===== config.mk =====
export PLATFORM = sky130hd
export DESIGN_NAME = multiword_add_seq
export DESIGN_NICKNAME = d
export VERILOG_FILES = /design/src/rtl/multiword_add_seq_pkg.sv /design/src/rtl/multiword_add_seq_skl8cskip32.sv /design/src/rtl/multiword_add_seq.sv
export SDC_FILE = /design/constraint.sdc
export NUM_CORES = 1
export LEC_CHECK = 0
export CORE_ASPECT_RATIO = 1.4
export CORE_MARGIN = 2
export CORE_UTILIZATION = 52
export DETAILED_ROUTE_END_ITERATION = 16
export GPL_TIMING_DRIVEN = 0
export PLACE_DENSITY = 0.79
export REMOVE_ABC_BUFFERS = 1
export SYNTH_ARGS = -nofsm -noshare
export SYNTH_HDL_FRONTEND = slang
export SYNTH_HIERARCHICAL = 1
export SYNTH_SLANG_ARGS = --single-unit

===== constraint.sdc =====
create_clock -name clk -period 18.16 [get_ports clk]
set_input_delay 2.724 -clock clk [delete_from_list [all_inputs] [get_ports clk]]
set_output_delay 2.724 -clock clk [all_outputs]
set_load 0.02 [all_outputs]

===== src/rtl/multiword_add_seq_pkg.sv =====
// Shared definitions for the multi-word sequential adder.
//   ADD_SLICE_W : width of one datapath slice (the adder core width)
//   state_t     : control FSM states
package multiword_add_seq_pkg;

  localparam int ADD_SLICE_W = 32;

  typedef enum logic [1:0] {
    IDLE = 2'd0,
    RUN  = 2'd1,
    DONE = 2'd2
  } state_t;

endpackage


===== src/rtl/multiword_add_seq_skl8cskip32.sv =====
// skl8cskip32: 32-bit carry-skip adder, eight 4-bit ripple blocks.
// A block whose bits all propagate forwards its incoming carry directly
// to the next block instead of waiting on its own ripple chain.
// Ports:
//   a_i, b_i : addends
//   ci_i     : carry in
//   s_o      : sum
//   co_o     : carry out of bit 31
module skl8cskip32
  import multiword_add_seq_pkg::*;
(
  input  logic [ADD_SLICE_W-1:0] a_i,
  input  logic [ADD_SLICE_W-1:0] b_i,
  input  logic                   ci_i,
  output logic [ADD_SLICE_W-1:0] s_o,
  output logic                   co_o
);

  localparam int BLK  = 4;
  localparam int NBLK = ADD_SLICE_W / BLK;

  for (genvar gi = 0; gi < NBLK; gi++) begin : g_blk
    logic [BLK-1:0] p;
    logic [BLK-1:0] g;
    logic [BLK-1:0] s_blk;
    logic           cin_blk;
    logic           rip_co;
    logic           co_blk;

    if (gi == 0) begin : g_first
      assign cin_blk = ci_i;
    end else begin : g_chain
      assign cin_blk = g_blk[gi-1].co_blk;
    end

    assign p = a_i[gi*BLK +: BLK] ^ b_i[gi*BLK +: BLK];
    assign g = a_i[gi*BLK +: BLK] & b_i[gi*BLK +: BLK];

    // Ripple inside the block; the running carry is a local variable so
    // no combinational vector feeds back into itself.
    always_comb begin
      logic c;
      c     = cin_blk;
      s_blk = '0;
      for (int j = 0; j < BLK; j++) begin
        s_blk[j] = p[j] ^ c;
        c        = g[j] | (p[j] & c);
      end
      rip_co = c;
    end

    assign s_o[gi*BLK +: BLK] = s_blk;
    // Skip path: all-propagate block passes its carry-in straight through.
    assign co_blk = (&p) ? cin_blk : rip_co;
  end

  assign co_o = g_blk[NBLK-1].co_blk;

endmodule


===== src/rtl/multiword_add_seq.sv =====
// multiword_add_seq: adds/subtracts two WORDS*32-bit operands by streaming
// one 32-bit slice per cycle through a single skl8cskip32 instance.
// Ports:
//   clk, rst             : clock, synchronous active-high reset
//   in_valid/in_ready    : operand handshake (a, b, cin, sub)
//   out_valid/out_ready  : result handshake (sum, cout, ovf)
//   sum                  : WORDS*32-bit result, registered
//   cout                 : carry out of the top slice (borrow_n when sub=1)
//   ovf                  : signed overflow of the full-width result
module multiword_add_seq
  import multiword_add_seq_pkg::*;
#(
  parameter int WORDS = 4
) (
  input  logic                         clk,
  input  logic                         rst,
  input  logic                         in_valid,
  output logic                         in_ready,
  input  logic [WORDS*ADD_SLICE_W-1:0] a,
  input  logic [WORDS*ADD_SLICE_W-1:0] b,
  input  logic                         cin,
  input  logic                         sub,
  output logic                         out_valid,
  input  logic                         out_ready,
  output logic [WORDS*ADD_SLICE_W-1:0] sum,
  output logic                         cout,
  output logic                         ovf
);

  localparam int W     = WORDS * ADD_SLICE_W;
  localparam int IDX_W = $clog2(WORDS);
  localparam logic [IDX_W-1:0] LAST_IDX = IDX_W'(WORDS - 1);

  state_t                 state_q, state_d;
  logic [W-1:0]           a_q, b_q;
  logic                   carry_q;
  logic [IDX_W-1:0]       idx_q;
  logic [ADD_SLICE_W-1:0] sum_q [WORDS];
  logic                   cout_q, ovf_q;

  logic [ADD_SLICE_W-1:0] a_words [WORDS];
  logic [ADD_SLICE_W-1:0] b_words [WORDS];
  logic [ADD_SLICE_W-1:0] slice_a, slice_b, slice_s;
  logic                   slice_co;
  logic                   accept;
  logic                   last;

  for (genvar gi = 0; gi < WORDS; gi++) begin : g_words
    assign a_words[gi]                    = a_q[gi*ADD_SLICE_W +: ADD_SLICE_W];
    assign b_words[gi]                    = b_q[gi*ADD_SLICE_W +: ADD_SLICE_W];
    assign sum[gi*ADD_SLICE_W +: ADD_SLICE_W] = sum_q[gi];
  end

  assign slice_a = a_words[idx_q];
  assign slice_b = b_words[idx_q];
  assign last    = (idx_q == LAST_IDX);
  assign accept  = in_valid & in_ready;
  assign cout    = cout_q;
  assign ovf     = ovf_q;

  skl8cskip32 u_slice_add (
    .a_i  (slice_a),
    .b_i  (slice_b),
    .ci_i (carry_q),
    .s_o  (slice_s),
    .co_o (slice_co)
  );

  always_comb begin
    state_d   = state_q;
    in_ready  = 1'b0;
    out_valid = 1'b0;
    case (state_q)
      IDLE: begin
        in_ready = 1'b1;
        if (in_valid) state_d = RUN;
      end
      RUN: begin
        if (last) state_d = DONE;
      end
      DONE: begin
        out_valid = 1'b1;
        // Result leaving this cycle frees the block for a new bundle now.
        if (out_ready) begin
          in_ready = 1'b1;
          state_d  = in_valid ? RUN : IDLE;
        end
      end
      default: state_d = IDLE;
    endcase
  end

  always_ff @(posedge clk) begin
    if (rst) begin
      state_q <= IDLE;
      a_q     <= '0;
      b_q     <= '0;
      carry_q <= 1'b0;
      idx_q   <= '0;
      cout_q  <= 1'b0;
      ovf_q   <= 1'b0;
      for (int i = 0; i < WORDS; i++) sum_q[i] <= '0;
    end else begin
      state_q <= state_d;
      if (accept) begin
        // Subtraction is A + ~B + 1: invert B once here, force carry-in.
        a_q     <= a;
        b_q     <= sub ? ~b : b;
        carry_q <= sub | cin;
        idx_q   <= '0;
      end else if (state_q == RUN) begin
        sum_q[idx_q] <= slice_s;
        carry_q      <= slice_co;
        if (last) begin
          cout_q <= slice_co;
          ovf_q  <= (a_q[W-1] == b_q[W-1]) && (slice_s[ADD_SLICE_W-1] != a_q[W-1]);
        end else begin
          idx_q <= idx_q + 1'b1;
        end
      end
    end
  end

endmodule


==> results of run 1 <==
==> worst min-delay path, cell delays in order (launching register included) <==
cell,delay [ps]
dfxtp_1,300
o21ai_0,70
a21oi_1,60
==> worst max path at each step <==
stage / endpoint / startpoint
floorplan: carry_q$_SDFFE_PP0P_ / idx_q[0]$_SDFFE_PP0N_
global placement: carry_q$_SDFFE_PP0P_ / idx_q[0]$_SDFFE_PP0N_
detailed placement: carry_q$_SDFFE_PP0P_ / idx_q[0]$_SDFFE_PP0N_
CTS: carry_q$_SDFFE_PP0P_ / idx_q[0]$_SDFFE_PP0N_
global route: carry_q$_SDFFE_PP0P_ / idx_q[0]$_SDFFE_PP0N_
finish: carry_q$_SDFFE_PP0P_ / idx_q[0]$_SDFFE_PP0N_
==> final cells by class <==
type | count | area, µm²
Timing Repair Buffer | 428 | 4680
Antenna cell | 12 | 30.0
Tap cell | 462 | 578
Clock buffer | 56 | 1130
Clock inverter | 13 | 169
Inverter | 12 | 45.0
Sequential cell | 391 | 9120
Multi-Input combinational cell | 1095 | 8780
Fill cell | 2591 | 11100
==> cells in the final DEF, fill, tap and decap left out, drive strengths merged, types with 3 or more instances in the layout <==
master	instances
edfxtp	128
or2	3
a211oi	130
a21oi	262
clkbuf	56
mux4	64
inv	12
diode	12
bufinv	4
xnor2	129
clkdlybuf4s50	391
clkinv	8
o21ai	130
nor2	9
nand2	7
nand4	6
ha	33
dfxtp	263
buf	37
nor2b	4
mux2i	3
nand2b	7
and2	128
fa	32
nand3	128
nor3	4
==> routing by layer <==
metal,global-route usage [%],wire [µm]
met5,0,14
met4,13.5,2310
met3,4.84,3480
met2,47.6,27200
met1,32.6,19300
==> flip-flops by register name, summed over array words and instances (netlist names) <==
name,count
sum_q,128
b_q,128
cout,1
a_q,128
idx_q,2
state_q,2
carry_q,1
ovf,1
==> power by group through the flow <==
| stage | logic, mW | registers, mW | clock network [mW] |
|---|---|---|---|
| after floorplan | 0.200 | 1.03 | 0 |
| after global placement | 0.408 | 1.02 | 0 |
| after detailed placement | 0.408 | 1.02 | 0 |
| after CTS | 0.414 | 0.998 | 0.835 |
| after global routing | 0.450 | 1.00 | 0.871 |
| final | 0.418 | 0.995 | 0.825 |
==> timing repair <==
item	in CTS	in global routing
resized for setup	0	4
buffers inserted	1	3
endpoints found under the setup margin	2	7
==> cells by family after synthesis <==
| group | count (synthesis) | share of synthesized area (%) |
|---|---|---|
| fa+ha+maj | 65 | 5.63 |
| flops | 391 | 48.7 |
| buf+inv | 186 | 4.78 |
| xor+xnor | 129 | 6.04 |
| compound gates | 527 | 17.4 |
| mux | 69 | 7.98 |
| simple gates | 305 | 9.45 |
==> metrics by stage <==
step,utilization (%),setup WS (ps),instances,power [mW]
floorplan,-,660,1498,1.23
global placement,62.9,-3210,2353,1.43
detailed placement,64.9,-52.1,2384,1.43
CTS,68.7,76.9,2454,2.25
global route,68.9,25.1,2468,2.32
finish,68.9,569,2469,2.24
==> qor.yml, run 1 <==
synthesis:
  synthMostInstantiatedCell: "dfxtp_1"
  ys_types: 41
  synth_area_leaders: "dfxtp_1 (28%), edfxtp_1 (21%), mux4_2 (7.7%)"
  synth_edf_count: 128
  yosys-top-cells-count: "dfxtp_1 (263), a21oi_1 (262), xnor2_1 (129)"
  yosys.area.top_type: "dfxtp_1"
  synth-seq-cells: 391
  ys_seq_area_share_pct: 48.7
  synthArstFlopShare_pct: 0
  synth_flop_cell: "dfxtp_1"
  synth_top_cell_area_share_pct: 28.1
  synthCells: 1672
  ys_warn_count: 6
  syn_area_mm2: 0.0187
  postSynthAreaPerCell_um2: 11.2
routing:
  first_pass_iters: 5
  routed_wirelength_mm: 52.3
  final_antenna_net_count: 0
  vias_per_cell: 5.83
  vias: 14400
  drc: 0
  first_iter_violations: 912
  routedWlPerCell_um: 21.2
critical_path:
  arrival_ps: 17970
  critPathRequiredTime_ps: 18540
  cp_top_family: "adder cells"
  cp_max_fo: 40
  rrSetupSlack_ps: 570
  cp.buffers_inverters: 6
  r2r_cells: 56
  start_kind: "flip-flop"
  endpoint_kind: "flip-flop"
  crit_path_top_delay_cell: "mux4_2"
  critPathKind: "reg -> reg"
  timing.rr.start: "idx_q[0]$_SDFFE_PP0N_"
  cp_num_cells: 56
  slowest_delay_ps: 610
  cp_common_cell: "fa_1"
  r2r-end: "carry_q$_SDFFE_PP0P_"
power_and_ir_drop:
  leakage_nw: 8.66
  p_sw_mw: 0.577
  pwr-share-clk_pct: 36.9
  p_sw_share_pct: 25.8
  p_int_mw: 1.66
  seqPwrFrac_pct: 44.4
  power.density_mw_per_mm2: 91.3
  vdd_ir_drop_max_uv: 75.3
  power_frac_comb_pct: 18.7
floorplan:
  rows: 82
  die_area_mm2: 0.0375
  initial_utilization_pct: 52.6
  io_pins: 394
  core_area_mm2: 0.0356
  die_height_um: 228
  die_w_um: 164
global_route:
  grt_use_total_pct: 27.5
  grt_max_degree: 148
  grt_pass1_vias: 14300
  grt_pass1_wl_mm: 79.8
  antenna_found_initial: 13
  gr-total-overflow: 0
timing:
  slew_headroom_pct: 32.4
  min_period_ps: 17590
  holdWs_ps: 477
  worst_pin_slew_ps: 1010
  final_max_slew_viol_count: 0
  hold_viol: 0
  post-route-period-util_pct: 96.9
  finalSetupTns_ps: 0
  finalSetupViolations: 0
  rsz0062_at_grt: "false"
  skew_ps: 14.9
  clock.fmax_mhz: 56.8
clock_tree:
  cts_tree: "done"
  clock_sinks: 391
  clock-root-buffer: "clkbuf_16"
  htreeDepth: 2
  cts_made_buffers: 38
  cts_max_path_buffers: 3
  clk_pin_slew_ps: 60
  hold_buffers: 0
  clock_latency_ps: 540
status:
  outcome: "completed"
final_layout:
  layout-drive-gt1-share_pct: 11.8
  areaGrowthSynthToFinish_pct: 31.1
  finalInstanceArea_mm2: 0.0245
  nets: 2293
worst_hold_path:
  hold_path_depth: 2
  hp-class: "reg -> reg"
  hold_start: "a_q[48]$_SDFFE_PP0P_"
  min_to: "a_q[48]$_SDFFE_PP0P_"
place:
  io_buffers: 393
  post-dp-hpwl_mm: 36.2
  gp_congestion: 0.830
  postPlaceCellArea_mm2: 0.0231
flow_run:
  drv_cap: 0
(Power assumes the default switching activity.)
==> run 2, diff against run 1 <==
--- a/config.mk
+++ b/config.mk
@@ -8,6 +8,7 @@
 export CORE_ASPECT_RATIO = 1.4
 export CORE_MARGIN = 2
 export CORE_UTILIZATION = 52
+export CTS_CLUSTER_SIZE = 16
 export DETAILED_ROUTE_END_ITERATION = 16
 export GPL_TIMING_DRIVEN = 0
 export PLACE_DENSITY = 0.79
==> constraint.sdc (replaced) <==
create_clock -name clk -period 18.16 [get_ports clk]
set_input_delay 3.632 -clock clk [delete_from_list [all_inputs] [get_ports clk]]
set_output_delay 3.632 -clock clk [all_outputs]
set_load 0.02 [all_outputs]
==> results of run 2 <==
No change in the layout: final DEF, timing and power equal those of run 1.
==> run 3, diff against run 2 <==
--- a/config.mk
+++ b/config.mk
@@ -8,7 +8,7 @@
 export CORE_ASPECT_RATIO = 1.4
 export CORE_MARGIN = 2
 export CORE_UTILIZATION = 52
-export CTS_CLUSTER_SIZE = 16
+export CTS_CLUSTER_SIZE = 10
 export DETAILED_ROUTE_END_ITERATION = 16
 export GPL_TIMING_DRIVEN = 0
 export PLACE_DENSITY = 0.79
==> qor.yml, run 3 (same netlist as run 1, synthesis figures left out) <==
global_route:
  grt_use_total_pct: 27.5  # about the same
  grt_pass1_wl_mm: 80.0  # +0.23%
  grt_pass1_vias: 14400  # +0.78%
  gr-total-overflow: 0  # unchanged
  antenna_found_initial: 10  # -3
  grt_max_degree: 148  # unchanged
clock_tree:
  clock-root-buffer: "clkbuf_16"
  cts_tree: "done"
  clock_latency_ps: 550  # about the same
  htreeDepth: 2  # unchanged
  cts_made_buffers: 45  # +18%
  cts_max_path_buffers: 3  # unchanged
  clk_pin_slew_ps: 60  # about the same
  clock_sinks: 391  # unchanged
power_and_ir_drop:
  pwr-share-clk_pct: 36.6  # -0.3 points
  vdd_ir_drop_max_uv: 57.3  # -24%
  power_frac_comb_pct: 18.7  # about the same
  p_total_mw: 2.23  # -0.48%
  p_int_mw: 1.65  # -0.80%
  power.density_mw_per_mm2: 90.9  # -0.43%
  p_sw_share_pct: 26.0  # +0.24 points
  p_sw_mw: 0.579  # +0.44%
  seqPwrFrac_pct: 44.7  # +0.3 points
  leakage_nw: 8.64  # -0.19%
floorplan:
  die_height_um: 228  # unchanged
  die_w_um: 164  # unchanged
  io_pins: 394  # unchanged
  initial_utilization_pct: 52.6  # unchanged
  core_area_mm2: 0.0356  # unchanged
  die_area_mm2: 0.0375  # unchanged
  rows: 82  # unchanged
final_layout:
  areaGrowthSynthToFinish_pct: 31.0  # about the same
  layout-drive-gt1-share_pct: 11.3  # -0.44 points
  nets: 2300  # +0.31%
  fillers: 2585  # -0.23%
  multi_input_area_mm2: 0.00878  # unchanged
  largestRegisters: "a_q x128, b_q x128, sum_q x128"
  final_common_cell: "clkdlybuf4s50_1"
  final_cell_mix: "clkdlybuf4s50_1 (391), a21oi_1 (262), dfxtp_1 (261), xnor2_1 (129)"
  seq_area_mm2: 0.00912  # unchanged
  finalInstanceArea_mm2: 0.0245  # about the same
timing:
  worst_pin_slew_ps: 1000  # -14.1 ps
  final_max_slew_viol_count: 0  # unchanged
  skew_ps: 13.1  # -1.83 ps
  post-route-period-util_pct: 96.5  # -0.36 points
  finalSetupViolations: 0  # unchanged
  slew_headroom_pct: 33.3  # +0.94 points
  hold_viol: 0  # unchanged
  timing.final.ws_setup_ps: 634  # +65.0 ps
  rsz0062_at_grt: "false"
  clock.fmax_mhz: 57.1  # +0.37%
  min_period_ps: 17530  # -65.0 ps
critical_path:
  r2r_cells: 56  # unchanged
  cp_common_cell: "fa_1"
  r2r-end: "carry_q$_SDFFE_PP0P_"
  endpoint_kind: "flip-flop"
  critPathKind: "reg -> reg"
  cp_top_family: "adder cells"
  cp.buffers_inverters: 6  # unchanged
  slowest_delay_ps: 610  # about the same
  cp_max_fo: 40  # unchanged
  crit_path_top_delay_cell: "mux4_2"
  start_kind: "flip-flop"
  critPathRequiredTime_ps: 18540  # about the same
  timing.rr.start: "idx_q[0]$_SDFFE_PP0N_"
  rrSetupSlack_ps: 630  # +60 ps
  arrival_ps: 17910  # -60 ps
worst_hold_path:
  hp-class: "reg -> reg"
  min_to: "a_q[53]$_SDFFE_PP0P_"
  hold_path_depth: 2  # unchanged
  hold_start: "a_q[53]$_SDFFE_PP0P_"
flow_run:
  drv_cap: 0  # unchanged
routing:
  routed_wirelength_mm: 52.5  # +0.34%
  vias: 14400  # +0.014%
  first_iter_violations: 1026  # +13%
  first_pass_iters: 5  # unchanged
  drc: 0  # unchanged
  routedWlPerCell_um: 21.2  # +0.18%
  final_antenna_net_count: 0  # unchanged
  vias_per_cell: 5.82  # -0.15%
place:
  gp_congestion: 0.830  # unchanged
  postPlaceCellArea_mm2: 0.0231  # unchanged
  post-dp-hpwl_mm: 36.2  # unchanged
  pre_cts_ws_ps: -52.1  # unchanged
  io_buffers: 393  # unchanged
status:
  outcome: "completed"
-- run 3: changes by cell type in the layout (fill, tap and decap cells not counted), sizes merged --
cell and delta:
clkinvlp -1, diode -3, bufinv -4, inv +2, clkbuf +18, clkinv -8
-- run 3: layer usage --
layer / vias to the layer above / wire (µm) / GRT usage, % / share of wire [%]
li1: 6685 / - / - / -
met1: 6977 / 19500 / 32.5 / 37
met2: 582 / 27100 / 48.1 / 52
met3: 141 / 3270 / 4.55 / 6.2
met4: 2 / 2550 / 13.3 / 4.9
met5: - / 16 / 0 / 0.030
-- run 3: through the flow --
step,cells,setup TNS (ps),hold WS (ps),utilization (%)
after detailed placement,2384,-52.1,465,64.9
after floorplan,1498,0,444,-
final,2473,0,475,68.9
after global placement,2353,-382090,459,62.9
after global routing,2472,0,491,68.9
after CTS,2461,0,474,68.6
-- run 3: worst max-delay path by stage --
stage | from | end | depth (start not counted)
floorplan | idx_q[0]$_SDFFE_PP0N_ | carry_q$_SDFFE_PP0P_ | 55
global placement | idx_q[0]$_SDFFE_PP0N_ | carry_q$_SDFFE_PP0P_ | 55
detailed placement | idx_q[0]$_SDFFE_PP0N_ | carry_q$_SDFFE_PP0P_ | 56
CTS | idx_q[0]$_SDFFE_PP0N_ | carry_q$_SDFFE_PP0P_ | 56
global route | idx_q[0]$_SDFFE_PP0N_ | carry_q$_SDFFE_PP0P_ | 56
finish | idx_q[0]$_SDFFE_PP0N_ | carry_q$_SDFFE_PP0P_ | 56
-- run 3: power groups by stage --
stage	Clock [mW]	Combinational, mW	Sequential (mW)
CTS	0.827	0.414	0.998
global placement	0	0.408	1.02
global route	0.858	0.449	1.00
finish	0.815	0.418	0.996
detailed placement	0	0.408	1.02
floorplan	0	0.200	1.03
-- run 3: cell type report --
type | count | area share (%)
tap | 462 | 2.36
clock inverter | 2 | 0.0715
timing repair buffer | 428 | 19.1
antenna | 9 | 0.0919
inverter | 12 | 0.184
sequential | 391 | 37.2
clock buffer | 74 | 5.21
multi-input combinational | 1095 | 35.8
-- run 3: tightest hold or removal path, cell delays in order, from the launching register on --
cell     delay [ps]
dfxtp_1         300
o21ai_0          60
a21oi_1          60
-- run 3: what timing repair did --
action | CTS | global route
setup endpoints to repair | 2 | 7
hold buffers | 0 | 0
gates resized for setup | 0 | 4
endpoints found under the hold margin | 0 | 0
pin swaps | 0 | 0
setup buffers | 1 | 3
